==> config.mk <==
export PLATFORM = sky130hd
export DESIGN_NAME = mtf_neuron_array
export DESIGN_NICKNAME = d
export VERILOG_FILES = /design/src/rtl/mtf_pkg.sv /design/src/rtl/mtf_pwl_current.sv /design/src/rtl/mtf_neuron_array.sv
export SDC_FILE = /design/constraint.sdc
export NUM_CORES = 2
export LEC_CHECK = 0
export CAP_MARGIN = 10
export CORE_AREA = 2 2 458 460
export CTS_CLUSTER_SIZE = 20
export DETAILED_ROUTE_END_ITERATION = 10
export DIE_AREA = 0 0 460 462
export PLACE_DENSITY_LB_ADDON = 0.1
export SLEW_MARGIN = 20
export SYNTH_ARGS = -nofsm -noshare
export SYNTH_HDL_FRONTEND = slang
export SYNTH_SLANG_ARGS = --single-unit
==> constraint.sdc <==
create_clock -name clk -period 23 [get_ports clk]
set_input_delay 3.45 -clock clk [delete_from_list [all_inputs] [get_ports clk]]
set_output_delay 3.45 -clock clk [all_outputs]
set_load 0.02 [all_outputs]
==> src/rtl/mtf_pkg.sv <==
// Shared definitions for the time-multiplexed MTF neuron array.
// Contents:
//   mtf_state_e   - step sequencer state encoding (IDLE -> RUN -> DONE)
//   CALC_W/calc_t - wide signed type used for exact intermediate arithmetic
//   one_of        - fixed-point ONE for a given number of fractional bits
//   max_of/min_of - two's-complement limits of a given width
//   clamp/sat     - bound a wide value to a range / to a width's limits
package mtf_pkg;

  typedef enum logic [1:0] {
    ST_IDLE = 2'd0,
    ST_RUN  = 2'd1,
    ST_DONE = 2'd2
  } mtf_state_e;

  // Wide enough for every intermediate sum in the neuron update
  // (DATA_W + 4 bits), so no intermediate result can wrap.
  localparam int CALC_W = 64;
  typedef logic signed [CALC_W-1:0] calc_t;

  function automatic calc_t one_of(input int frac_w);
    return calc_t'(1) <<< frac_w;
  endfunction

  function automatic calc_t max_of(input int w);
    return (calc_t'(1) <<< (w - 1)) - calc_t'(1);
  endfunction

  function automatic calc_t min_of(input int w);
    return -(calc_t'(1) <<< (w - 1));
  endfunction

  function automatic calc_t clamp(input calc_t x, input calc_t lo, input calc_t hi);
    if (x < lo) return lo;
    if (x > hi) return hi;
    return x;
  endfunction

  function automatic calc_t sat(input calc_t x, input int w);
    return clamp(x, min_of(w), max_of(w));
  endfunction

endpackage

==> src/rtl/mtf_pwl_current.sv <==
// Piecewise-linear conductance current for one MTF feedback branch.
//   current = sat((alpha * clamp(x_state - delta, -ONE, +ONE)) >>> FRAC_W)
// Ports:
//   x_state - filtered state variable (v, vs or vus), signed DATA_W
//   delta   - branch offset, signed DATA_W
//   alpha   - branch gain, signed DATA_W
//   current - branch current saturated to DATA_W
module mtf_pwl_current
  import mtf_pkg::*;
#(
  parameter int DATA_W = 16,
  parameter int FRAC_W = 8
) (
  input  logic signed [DATA_W-1:0] x_state,
  input  logic signed [DATA_W-1:0] delta,
  input  logic signed [DATA_W-1:0] alpha,
  output logic signed [DATA_W-1:0] current
);

  calc_t                      x_raw;
  calc_t                      x_clamped;
  logic signed [2*DATA_W-1:0] prod;

  // NOTE: every variable driven here gets a value on every pass through
  // the block; a path that leaves one unassigned infers a latch.
  always_comb begin
    x_raw     = calc_t'(x_state) - calc_t'(delta);
    x_clamped = clamp(x_raw, -one_of(FRAC_W), one_of(FRAC_W));
    // The clamped operand always fits, so the 2*DATA_W product is exact.
    prod      = (2*DATA_W)'(alpha) * (2*DATA_W)'(x_clamped);
    current   = DATA_W'(sat(calc_t'(prod >>> FRAC_W), DATA_W));
  end

endmodule

==> src/rtl/mtf_neuron_array.sv <==
// Array of N_NEURONS mixed-feedback (MTF) neurons sharing one datapath.
// A step visits neurons 0..N_NEURONS-1, one per cycle, updating v, vs and
// vus from their pre-step values and the configuration latched at accept.
// Ports:
//   clk, reset_n          - rising-edge clock, async active-low reset
//   step_valid/step_ready - request/accept one step over all neurons
//   i_ext_flat            - external current, neuron k at [k*DATA_W +: DATA_W]
//   afn..ausp, dfn..dusp  - shared branch gains and offsets
//   v_out, v_idx, v_valid - updated voltage of one neuron per cycle
//   step_done             - one-cycle pulse after the last neuron's v_valid
module mtf_neuron_array
  import mtf_pkg::*;
#(
  parameter int N_NEURONS = 4,
  parameter int DATA_W    = 16,
  parameter int FRAC_W    = 8,
  parameter int SHIFT_S   = 7,
  parameter int SHIFT_US  = 12,
  parameter int DT_SHIFT  = 4,
  localparam int IDX_W    = (N_NEURONS > 1) ? $clog2(N_NEURONS) : 1
) (
  input  logic                          clk,
  input  logic                          reset_n,
  input  logic                          step_valid,
  output logic                          step_ready,
  input  logic [N_NEURONS*DATA_W-1:0]   i_ext_flat,
  input  logic signed [DATA_W-1:0]      afn,
  input  logic signed [DATA_W-1:0]      asp,
  input  logic signed [DATA_W-1:0]      asn,
  input  logic signed [DATA_W-1:0]      ausp,
  input  logic signed [DATA_W-1:0]      dfn,
  input  logic signed [DATA_W-1:0]      dsp,
  input  logic signed [DATA_W-1:0]      dsn,
  input  logic signed [DATA_W-1:0]      dusp,
  output logic signed [DATA_W-1:0]      v_out,
  output logic [IDX_W-1:0]              v_idx,
  output logic                          v_valid,
  output logic                          step_done
);

  typedef struct packed {
    logic signed [DATA_W-1:0] afn, asp, asn, ausp;
    logic signed [DATA_W-1:0] dfn, dsp, dsn, dusp;
  } cfg_t;

  mtf_state_e               state;
  logic [IDX_W-1:0]         idx;
  cfg_t                     cfg_q;
  logic signed [DATA_W-1:0] i_ext_q [N_NEURONS];
  logic signed [DATA_W-1:0] v_mem   [N_NEURONS];
  logic signed [DATA_W-1:0] vs_mem  [N_NEURONS];
  logic signed [DATA_W-1:0] vus_mem [N_NEURONS];

  logic signed [DATA_W-1:0] v_cur, vs_cur, vus_cur, ie_cur;
  logic signed [DATA_W-1:0] i_fn, i_sp, i_sn, i_usp;
  logic signed [DATA_W+1:0] i_sum;
  logic signed [DATA_W-1:0] v_new, vs_new, vus_new;

  assign step_ready = (state == ST_IDLE);

  // Pre-step values of the neuron currently being processed.
  assign v_cur   = v_mem[idx];
  assign vs_cur  = vs_mem[idx];
  assign vus_cur = vus_mem[idx];
  assign ie_cur  = i_ext_q[idx];

  mtf_pwl_current #(.DATA_W(DATA_W), .FRAC_W(FRAC_W)) u_fn (
    .x_state(v_cur),   .delta(cfg_q.dfn),  .alpha(cfg_q.afn),  .current(i_fn));
  mtf_pwl_current #(.DATA_W(DATA_W), .FRAC_W(FRAC_W)) u_sp (
    .x_state(vs_cur),  .delta(cfg_q.dsp),  .alpha(cfg_q.asp),  .current(i_sp));
  mtf_pwl_current #(.DATA_W(DATA_W), .FRAC_W(FRAC_W)) u_sn (
    .x_state(vs_cur),  .delta(cfg_q.dsn),  .alpha(cfg_q.asn),  .current(i_sn));
  mtf_pwl_current #(.DATA_W(DATA_W), .FRAC_W(FRAC_W)) u_usp (
    .x_state(vus_cur), .delta(cfg_q.dusp), .alpha(cfg_q.ausp), .current(i_usp));

  always_comb begin
    i_sum   = (DATA_W+2)'(i_fn) + (DATA_W+2)'(i_sp)
            + (DATA_W+2)'(i_sn) + (DATA_W+2)'(i_usp);
    v_new   = DATA_W'(sat(calc_t'(v_cur) + ((calc_t'(ie_cur) - calc_t'(v_cur)
                          - calc_t'(i_sum)) >>> DT_SHIFT), DATA_W));
    vs_new  = DATA_W'(sat(calc_t'(vs_cur)
                          + ((calc_t'(v_cur) - calc_t'(vs_cur)) >>> SHIFT_S), DATA_W));
    vus_new = DATA_W'(sat(calc_t'(vus_cur)
                          + ((calc_t'(v_cur) - calc_t'(vus_cur)) >>> SHIFT_US), DATA_W));
  end

  // NOTE: sequential state uses non-blocking assignments only, so every
  // register samples values from before the clock edge.
  always_ff @(posedge clk or negedge reset_n) begin
    if (!reset_n) begin
      state     <= ST_IDLE;
      idx       <= '0;
      cfg_q     <= '0;
      v_out     <= '0;
      v_idx     <= '0;
      v_valid   <= 1'b0;
      step_done <= 1'b0;
      // NOTE: the neuron state arrays are register files, not RAM macros,
      // because the whole array must read back as zero right after reset.
      for (int k = 0; k < N_NEURONS; k++) begin
        i_ext_q[k] <= '0;
        v_mem[k]   <= '0;
        vs_mem[k]  <= '0;
        vus_mem[k] <= '0;
      end
    end else begin
      v_valid   <= 1'b0;
      step_done <= 1'b0;
      case (state)
        ST_IDLE: begin
          if (step_valid) begin
            cfg_q <= '{afn: afn, asp: asp, asn: asn, ausp: ausp,
                       dfn: dfn, dsp: dsp, dsn: dsn, dusp: dusp};
            for (int k = 0; k < N_NEURONS; k++)
              i_ext_q[k] <= i_ext_flat[k*DATA_W +: DATA_W];
            idx   <= '0;
            state <= ST_RUN;
          end
        end
        ST_RUN: begin
          v_mem[idx]   <= v_new;
          vs_mem[idx]  <= vs_new;
          vus_mem[idx] <= vus_new;
          v_out        <= v_new;
          v_idx        <= idx;
          v_valid      <= 1'b1;
          if (idx == IDX_W'(N_NEURONS - 1)) state <= ST_DONE;
          else                              idx   <= idx + 1'b1;
        end
        ST_DONE: begin
          step_done <= 1'b1;
          state     <= ST_IDLE;
        end
        default: state <= ST_IDLE;
      endcase
    end
  end

endmodule

==> qor.yml <==
status: "complete, no violations"
worstHoldStart: "vus_mem[15]"
yosysMostFrequentCell: "inv_1"
period_share: 0.880
slew_headroom: 0.281
synth_edf_count: 0
place.port_buffers: 215
antenna_found_initial: 8
area_growth_pct: 11.0
cts_hold_buf: 0
avgSynthCellArea_um2: 9.23
crit_fanout: 22
path_buf_inv: 9
die_w_um: 460
fin_crit_ns: 20.25
rsz0062_at_grt: "false"
synthCells: 7173
grt_pass1_vias: 51300
hpwl_mm: 158
ys_types: 106
core_mm2: 0.208
cts_root_buffer: "clkbuf_16"
synth_top_area_frac: 0.347
cts_buffers: 57
syn_area_mm2: 0.0662
setup_viol: 0
drc: 0
multi_input_area_mm2: 0.0484
slowest_stage: "a2111oi_2"
grt-ovfl-total: 0
r2r_setup_slack_ns: 2.75
antenna_left: 0
worst_pin_slew_ns: 1.07
grt_pass1_wl_mm: 309
synth_flop_cell: "dfrtp_1"
die_area_mm2: 0.213
rr_startpoint: "idx[0]"
async_reset_ff_frac: 1.00
holdPathStages: 2
critical_path_required_ns: 23.61
io_pins: 216
syn-num-nets: 8998
skew_ns: 0.0647
clk_latency_ns: 0.73
cts_max_path_buffers: 3
path_common_cell: "fa_1"
synth_area_leaders: "fa_1, dfrtp_1, inv_1"
row_count: 168
min_path_type: "flop to flop"
nNetsFinal: 9059
startpoint_type: "flop"
cp.depth: 65
cts.sinks: 408
hold_violations: 0
path_delay_family: "compound AO/OA/AOI/OAI gates"
crit_path_max_incr_delay_ns: 0.82
place_congestion: 0.839
drv_slew: 0
min_to: "vus_mem[15]"
vias: 47000
fp.dieH_um: 462
ys_seq_elements: 408
grt_max_degree: 181
cts_tree: "done"
htree_num_levels: 2
worstPathArrival_ns: 20.86
finalWirelength_mm: 195
maxCapViolCount: 0
via_per_inst: 4.69
grt_usage: 0.190
critPathKind: "flop to flop"
initial_core_util: 0.318
reg2reg_to: "v_mem[41]"
synth_common_cells: "inv_1, fa_1, nand2_1"
synth_top_cell_by_area: "fa_1"
fmax_mhz: 49.4
ys_warn_count: 0
drive_above_1_share: 0.0622
drtPass1Iterations: 6
fillers: 21400
dr.first_iter.drc_count: 2274
wl_per_cell_um: 19.5
tns_ns: 0
seqCellArea_mm2: 0.0102
ff2ff_path_depth: 65
cts_setup_buffers: 0
synth.yosys.seq_area_share: 0.154
worstSetupEndpointType: "flop"
clk_pin_slew_ns: 0.06
post_cts_resized: 0
worst max path at each step:
stage / from / endpoint / slack (ns)
finish: idx[0] / v_mem[41] / 2.75
global route: idx[0] / v_mem[41] / 1.18
CTS: idx[0] / v_mem[41] / 2.50
detailed placement: idx[0] / v_mem[57] / 2.58
global placement: idx[0] / v_out[9] / 2.65
floorplan: idx[0] / v_mem[12] / 6.05
worst min-delay path, stage by stage (launching register included):
cell     delay, ns
dfrtp_1       0.34
nand2_1       0.04
o21ai_0       0.06
per-stage QoR:
stage | util | hold slack, ns | instance area, um2 | worst slack, ns | std cells
after floorplan | - | 0.426 | 66200 | 6.05 | 7173
after global placement | 0.343 | 0.458 | 71300 | 2.65 | 9895
after detailed placement | 0.343 | 0.466 | 71300 | 2.58 | 9895
after CTS | 0.353 | 0.479 | 73500 | 2.50 | 10000
after global routing | 0.353 | 0.495 | 73500 | 1.18 | 10000
final | 0.353 | 0.473 | 73500 | 2.75 | 10000
cells in the final DEF (no fill, tap or decap), types with 11 or more instances in the layout:
cell / instances
a211o_1: 11
a211oi_1: 16
a21o_1: 83
a21oi_1: 189
a31oi_1: 19
and2_1: 385
and3_1: 75
buf_4: 71
bufinv_16: 12
clkbuf_16: 57
clkdlybuf4s50_1: 214
dfrtp_1: 406
fa_1: 1147
ha_1: 483
inv_1: 1735
mux2_2: 132
mux2i_1: 13
mux4_2: 64
nand2_1: 759
nand2b_1: 41
nand3_1: 37
nand4_1: 20
nor2_1: 189
nor2b_1: 55
nor3_1: 54
nor3b_1: 11
nor4_1: 13
o211ai_1: 13
o21a_1: 58
o21ai_0: 398
o21ai_1: 20
o21bai_1: 16
or2_2: 13
or3_1: 12
xnor2_1: 152
xor2_1: 70
state kept, by name, indices dropped and copies added (netlist names), 2 cells and up:
signal	flops
cfg_q	128
vs_mem	64
idx	2
v_out	16
state	2
v_idx	2
v_mem	64
vus_mem	64
i_ext_q	64
cells by family after synthesis:
| family | after synthesis | synth area share |
|---|---|---|
| compound gates | 956 | 0.0895 |
| xor+xnor | 223 | 0.0296 |
| fa+ha+maj | 1631 | 0.438 |
| buf+inv | 2023 | 0.115 |
| flops | 408 | 0.154 |
| mux | 209 | 0.0462 |
| simple gates | 1723 | 0.127 |
metal layers:
layer	up-vias	wire length, um	part of all wire	global-route usage
li1	22200	-	-	-
met2	626	94400	0.48	0.322
met1	24000	91000	0.47	0.263
met3	152	5390	0.028	0.0159
met5	-	13	0.000067	0
met4	2	4250	0.022	0.0413
area by class of cell:
| class | instances | share of cell area |
|---|---|---|
| repair buffers | 288 | 0.0370 |
| clock inverters | 36 | 0.00814 |
| flip-flops and latches | 408 | 0.139 |
| well taps | 2720 | 0.0463 |
| multi-input cells | 4742 | 0.659 |
| inverters | 1737 | 0.0887 |
| clock buffers | 71 | 0.0215 |
| diodes | 4 | 0.000136 |
Power is not shown: default switching activity piles up to over one toggle a cycle in this logic, so the estimate is an artifact.
